**config.mk**
```make
export PLATFORM = sky130hd
export DESIGN_NAME = cp0_nested_int_ctrl
export DESIGN_NICKNAME = d
export VERILOG_FILES = /design/src/rtl/cp0_nested_int_ctrl.sv
export SDC_FILE = /design/constraint.sdc
export NUM_CORES = 1
export LEC_CHECK = 0
export ABC_CLOCK_PERIOD_IN_PS = 2730
export CORE_MARGIN = 10
export CORE_UTILIZATION = 48
export CTS_CLUSTER_DIAMETER = 150
export DETAILED_ROUTE_END_ITERATION = 10
export PLACE_DENSITY = 0.79
export SYNTH_ARGS = -nofsm -noshare
export SYNTH_HDL_FRONTEND = slang
export SYNTH_SLANG_ARGS = --single-unit
```
**constraint.sdc**
```tcl
create_clock -name clk -period 2.73 [get_ports clk]
set_input_delay 0.546 -clock clk [delete_from_list [all_inputs] [get_ports clk]]
set_output_delay 0.546 -clock clk [all_outputs]
set_load 0.03 [all_outputs]
```
**src/rtl/cp0_nested_int_ctrl.sv**
```systemverilog
// CP0 with prioritised maskable interrupts, a nested {Status,EPC} save stack and
// per-cause handler vectors; serves mfc0/mtc0 from the ID stage.
module cp0_nested_int_ctrl #(
  parameter int          NUM_IRQ     = 4,
  parameter int          STACK_DEPTH = 2,
  parameter logic [31:0] VEC_BASE    = 32'h0000_0008,
  parameter logic [31:0] VEC_STRIDE  = 32'd4
) (
  input  logic               clk,
  input  logic               reset,
  input  logic [NUM_IRQ-1:0] irq,
  input  logic               exc_ov,
  input  logic               exc_ri,
  input  logic               syscall,
  input  logic               eret,
  input  logic               cr_read,
  input  logic               cr_write,
  input  logic [4:0]         cr_addr,
  input  logic [31:0]        cr_wdata,
  input  logic [31:0]        pc_plus4,
  output logic [NUM_IRQ-1:0] int_ack,
  output logic               redirect,
  output logic [31:0]        redirect_pc,
  output logic [31:0]        cr_rdata,
  output logic               rdata_valid,
  output logic               ie,
  output logic               flush_if_id,
  output logic               flush_id_ex,
  output logic               flush_ex_mem,
  output logic               flush_mem_wb
);

  localparam int            SW         = NUM_IRQ + 1;
  localparam int            DW         = $clog2(STACK_DEPTH + 1);
  localparam logic [DW-1:0] FULL_DEPTH = DW'(STACK_DEPTH);

  localparam logic [4:0] ADDR_STATUS = 5'd12;
  localparam logic [4:0] ADDR_CAUSE  = 5'd13;
  localparam logic [4:0] ADDR_EPC    = 5'd14;
  localparam logic [4:0] ADDR_DEPTH  = 5'd15;

  typedef enum logic [1:0] {
    CODE_INT = 2'd0,
    CODE_SYS = 2'd1,
    CODE_RI  = 2'd2,
    CODE_OV  = 2'd3
  } code_e;

  typedef enum logic [2:0] {
    ACT_NONE,
    ACT_OV,
    ACT_RI,
    ACT_SYS,
    ACT_ERET,
    ACT_IRQ,
    ACT_WRITE,
    ACT_READ
  } act_e;

  logic [SW-1:0] status;
  code_e         cause_code;
  logic          novf;
  logic [DW-1:0] depth;
  logic [SW-1:0] stk_status [STACK_DEPTH];
  logic [31:0]   stk_epc    [STACK_DEPTH];

  logic [NUM_IRQ-1:0] pending;
  logic               stack_empty;
  logic               stack_full;
  logic [DW-1:0]      top_idx;
  logic [DW-1:0]      push_idx;
  logic [SW-1:0]      top_status;
  logic [31:0]        top_epc;
  logic               irq_eligible;
  logic [3:0]         irq_line;
  act_e               act;
  logic               take;
  code_e              take_code;
  logic [3:0]         vec_idx;
  logic [31:0]        take_epc;
  logic [31:0]        vec_pc;
  logic [31:0]        read_val;

  assign pending     = irq & status[NUM_IRQ:1];
  assign stack_empty = (depth == '0);
  assign stack_full  = (depth == FULL_DEPTH);
  assign top_idx     = depth - DW'(1);
  // At full depth a synchronous event overwrites the top entry instead of pushing.
  assign push_idx    = stack_full ? top_idx : depth;
  assign ie          = status[0];

  always_comb begin
    top_status = '0;
    top_epc    = '0;
    for (int i = 0; i < STACK_DEPTH; i++) begin
      if (!stack_empty && DW'(i) == top_idx) begin
        top_status = stk_status[i];
        top_epc    = stk_epc[i];
      end
    end
  end

  // Scan downwards so the lowest pending index wins.
  always_comb begin
    irq_line = '0;
    for (int i = NUM_IRQ - 1; i >= 0; i--) begin
      if (pending[i]) irq_line = 4'(i);
    end
  end

  assign irq_eligible = status[0] && (|pending) && !stack_full;

  always_comb begin
    if (exc_ov)            act = ACT_OV;
    else if (exc_ri)       act = ACT_RI;
    else if (syscall)      act = ACT_SYS;
    else if (eret)         act = ACT_ERET;
    else if (irq_eligible) act = ACT_IRQ;
    else if (cr_write)     act = ACT_WRITE;
    else if (cr_read)      act = ACT_READ;
    else                   act = ACT_NONE;
  end

  // NOTE: every variable assigned in always_comb gets a default first so no latch is inferred.
  always_comb begin
    take      = 1'b1;
    take_code = CODE_INT;
    vec_idx   = 4'd4 + irq_line;
    take_epc  = pc_plus4 - 32'd4;
    case (act)
      ACT_OV: begin
        take_code = CODE_OV;
        vec_idx   = 4'd3;
        take_epc  = pc_plus4 - 32'd8;
      end
      ACT_RI: begin
        take_code = CODE_RI;
        vec_idx   = 4'd2;
        take_epc  = pc_plus4 - 32'd8;
      end
      ACT_SYS: begin
        take_code = CODE_SYS;
        vec_idx   = 4'd1;
      end
      ACT_IRQ: ;
      default: take = 1'b0;
    endcase
  end

  assign vec_pc = VEC_BASE + 32'(vec_idx) * VEC_STRIDE;

  always_comb begin
    read_val = '0;
    case (cr_addr)
      ADDR_STATUS: read_val = 32'(status);
      ADDR_CAUSE:  read_val = 32'({pending, 5'b0, novf, cause_code});
      ADDR_EPC:    read_val = top_epc;
      ADDR_DEPTH:  read_val = 32'(depth);
      default:     ;
    endcase
  end

  // NOTE: sequential state uses non-blocking assignments so every register samples pre-edge values.
  always_ff @(posedge clk or negedge reset) begin
    if (!reset) begin
      status       <= '0;
      cause_code   <= CODE_INT;
      novf         <= 1'b0;
      depth        <= '0;
      int_ack      <= '0;
      redirect     <= 1'b0;
      redirect_pc  <= '0;
      cr_rdata     <= '0;
      rdata_valid  <= 1'b0;
      flush_if_id  <= 1'b0;
      flush_id_ex  <= 1'b0;
      flush_ex_mem <= 1'b0;
      flush_mem_wb <= 1'b0;
    end else begin
      int_ack      <= '0;
      redirect     <= 1'b0;
      cr_rdata     <= '0;
      rdata_valid  <= 1'b0;
      flush_if_id  <= 1'b0;
      flush_id_ex  <= 1'b0;
      flush_ex_mem <= 1'b0;
      flush_mem_wb <= 1'b0;

      if (take) begin
        status[0]   <= 1'b0;
        cause_code  <= take_code;
        redirect    <= 1'b1;
        redirect_pc <= vec_pc;
        flush_if_id <= 1'b1;
        flush_id_ex <= 1'b1;
        if (stack_full) novf  <= 1'b1;
        else            depth <= depth + DW'(1);
      end

      case (act)
        ACT_OV, ACT_RI: begin
          flush_ex_mem <= 1'b1;
          flush_mem_wb <= 1'b1;
        end
        ACT_IRQ: begin
          int_ack      <= NUM_IRQ'(1) << irq_line;
          flush_ex_mem <= cr_write;
        end
        ACT_ERET: begin
          if (!stack_empty) begin
            status      <= top_status;
            depth       <= depth - DW'(1);
            redirect    <= 1'b1;
            redirect_pc <= top_epc;
            flush_if_id <= 1'b1;
            flush_id_ex <= 1'b1;
          end
        end
        ACT_WRITE: begin
          case (cr_addr)
            ADDR_STATUS: status <= cr_wdata[SW-1:0];
            ADDR_CAUSE: begin
              cause_code <= code_e'(cr_wdata[1:0]);
              novf       <= cr_wdata[2];
            end
            default: ;
          endcase
        end
        ACT_READ: begin
          rdata_valid <= 1'b1;
          cr_rdata    <= read_val;
        end
        default: ;
      endcase
    end
  end

  // NOTE: the save stack is cleared on reset so an eret can never restore stale state.
  always_ff @(posedge clk or negedge reset) begin
    if (!reset) begin
      for (int i = 0; i < STACK_DEPTH; i++) begin
        stk_status[i] <= '0;
        stk_epc[i]    <= '0;
      end
    end else begin
      for (int i = 0; i < STACK_DEPTH; i++) begin
        if (take && DW'(i) == push_idx) begin
          stk_status[i] <= status;
          stk_epc[i]    <= take_epc;
        end else if (act == ACT_WRITE && cr_addr == ADDR_EPC && !stack_empty && DW'(i) == top_idx) begin
          stk_epc[i] <= cr_wdata;
        end
      end
    end
  end

endmodule

```
==> reports/results.ini <==
[yosys]
synthDistinctLibCells=62
syn_area_per_cell_um2=8.760
synth_largest_area_cell=dfrtp_1
yosysTopAreaCellShare_pct=46.18
ys_ff_latch=156
synth_cells=965
syn-cell-area_mm2=0.008453
ys.flop_type=dfrtp_1
yosys-top-cells-area=dfrtp_1 (46%), nand2_1 (6.5%), o311ai_0 (5.2%), o211ai_1 (4.5%), o21ai_0 (4.3%)
synth_common_cells=dfrtp_1 (156), nand2_1 (147), nor2_1 (92)
synthArstFlopShare_pct=100.0
yosysMostFrequentCell=dfrtp_1
synth_edf_count=0
syn-num-nets=1055
ys_warn_count=0
synth-seq-area-share_pct=46.18

[grt]
grtUsageMet1_pct=33.42
use_met3_pct=5.758
use_met2_pct=37.46
overflow=0
grt_busiest_layer=met2
grt_max_degree=80
grt_pass1_wl_um=46750
track_usage_pct=24.31
grt_pass1_vias=8476
grt_antenna_before_repair=0

[timing]
whs_ns=0.1118
slew_headroom_pct=59.56
rsz0062_at_grt=no
tns_ns=0
skew_ns=0.008916
finalCritPeriodShare_pct=96.79
slew_violations=0
max_freq_ghz=0.3785
finalSetupViolCount=0
worst_pin_slew_ns=0.6066
finalHoldViolCount=0
post-route-min-period_ns=2.642

[routing]
wl_per_cell_um=20.80
drt.antenna.violating_nets=0
drt-initial-drc-count=1240
vias=8880
via_per_inst=6.280
wirelength_um=29410
first_pass_iters=5
route.detailed.drc=0

[floorplan]
die_x_um=152.7
rows=48
ios=156
start_util_pct=48.87
die_area_mm2=0.02332
core_region_area_mm2=0.01730
die_height_um=152.7

[setup_path]
cp_max_fo=25
r2r-end=stk_epc[2]$_DFFE_PN0P_
crit_arrival_ns=2.92
startpoint_type=input pin
path_class=in -> reg
regToRegStartpoint=depth[0]$_DFF_PN0_
rrSetupSlack_ns=0.20
end_kind=register
rr_worst_depth=8
crit_required_ns=3.01

[final_layout]
fin_nets=1269
area_delta_synth_final_pct=37.98
drive_above_1_share_pct=15.22
fin_cells=1414
final_util_pct=67.43
num_antenna_cells=0

[clocking]
cts_setup_buffers=0
clock_sinks=156
clk_latency_ns=0.42
htree_levels=4
cts_made_buffers=17
cts_buffer_depth=2
path_clk_slew_ns=0.06
root_buffer=clkbuf_16
cts_tree=built

[hold_path]
hold_class=in -> async

[placement]
place_inst=1385
io_buffers=155
dp_hpwl_um=21270
gp_congestion=0.9141

[power_and_ir_drop]
leakagePower_nw=4.735
vdd_drop_max_v=0.0004898
p_per_area_mw_per_mm2=830.1
total_power_mw=9.682

[run]
maxCapViolCount=0

[run_status]
outcome=complete, no violations

cell families after synthesis:
kind of cell | after synthesis | synth area share, %
adder cells (fa/ha/maj) | 9 | 1.332
multiplexers | 2 | 0.3996
buffers and inverters | 103 | 5.092
AND/OR/NAND/NOR | 378 | 20.94
flip-flops | 156 | 46.18
XOR/XNOR | 7 | 0.7253
AO/OA/AOI/OAI | 310 | 25.33
sequential cells by signal, indices dropped and copies added (netlist names), named ones only:
| signal | flops |
|---|---|
| cause_code | 2 |
| cr_rdata | 32 |
| depth | 1 |
| flush_ex_mem | 1 |
| flush_id_ex | 1 |
| flush_mem_wb | 1 |
| int_ack | 4 |
| novf | 1 |
| rdata_valid | 1 |
| redirect_pc | 32 |
| status | 5 |
| stk_epc | 64 |
| stk_status | 10 |
per-layer routing:
| metal | routed length, µm | vias to the layer above | share of wire (%) |
|---|---|---|---|
| met5 | 0 | - | 0 |
| met4 | 562 | 0 | 1.9 |
| met3 | 2947 | 54 | 10 |
| met2 | 13480 | 567 | 46 |
| met1 | 12420 | 4261 | 42 |
| li1 | - | 3998 | - |
timing repair:
| action | 4_1_cts | 5_1_grt |
|---|---|---|
| hold buffers | 0 | 0 |
| endpoints found under the setup margin | 2 | 18 |
| gates resized for setup | 2 | 3 |
| pin swaps | 0 | 1 |
stage by stage:
stage,worst slack [ns],instance area [µm²]
floorplan,0.1225,8453
global placement,-0.3669,11060
detailed placement,-0.4645,11060
CTS,0.02526,11650
global route,0.008956,11660
finish,0.08765,11660
placed cells by master, fill, tap and decap left out, types with 5 or more instances in the layout:
cell type | synthesis | routed
a21oi_1 | 54 | 54
nor2_1 | 92 | 91
or3_1 | 12 | 12
a221o_1 | 13 | 13
o311ai_0 | 50 | 49
o211ai_1 | 51 | 51
a31oi_1 | 8 | 8
nand2_1 | 147 | 147
nor3_1 | 19 | 19
o31a_1 | 19 | 19
ha_1 | 9 | 8
clkdlybuf4s50_1 | 0 | 154
and2_1 | 7 | 7
nor4_1 | 23 | 22
buf_4 | 2 | 120
inv_1 | 11 | 11
or4_1 | 6 | 5
o21a_1 | 6 | 6
dfrtp_1 | 156 | 156
clkbuf_16 | 0 | 17
nand3_1 | 38 | 38
buf_12 | 0 | 11
o31ai_1 | 7 | 7
o21ai_0 | 73 | 72
power breakdown:
group          leakage [nW]  switching (mW)  total (mW)  internal [mW]
clock                 0.290           0.914        2.40           1.49
combinational          2.42            2.44        4.06           1.62
sequential             2.02           0.328        3.22           2.89
area by class of cell:
| type | count | area [µm²] |
|---|---|---|
| Fill cell | 1353 | 5633 |
| Multi-Input combinational cell | 706 | 4164 |
| Sequential cell | 156 | 3904 |
| Timing Repair Buffer | 287 | 2685 |
| Clock buffer | 21 | 470.5 |
| Tap cell | 225 | 281.5 |
| Clock inverter | 8 | 117.6 |
| Inverter | 11 | 41.29 |
worst max path at each step:
stage | startpoint | to | slack (ns) | depth (start not counted)
6_report | pc_plus4[12] | stk_epc[26]$_DFFE_PN0P_ | 0.09 | 7
3_3_place_gp | pc_plus4[12] | stk_epc[24]$_DFFE_PN0P_ | -0.37 | 7
2_1_floorplan | depth[0]$_DFF_PN0_ | cr_rdata[0]$_DFF_PN0_ | 0.12 | 10
4_1_cts | pc_plus4[12] | stk_epc[26]$_DFFE_PN0P_ | 0.03 | 7
3_5_place_dp | irq[2] | stk_epc[16]$_DFFE_PN0P_ | -0.46 | 7
5_1_grt | pc_plus4[12] | stk_epc[21]$_DFFE_PN0P_ | 0.009 | 8
worst max-delay path, stage by stage:
cell and delay, ns:
clkdlybuf4s50_1 0.42, or4_1 0.57, or4_4 0.59, o31a_1 0.30, o21ai_0 0.24, buf_4 0.16
o211ai_1 0.09
(Power assumes the default switching activity.)
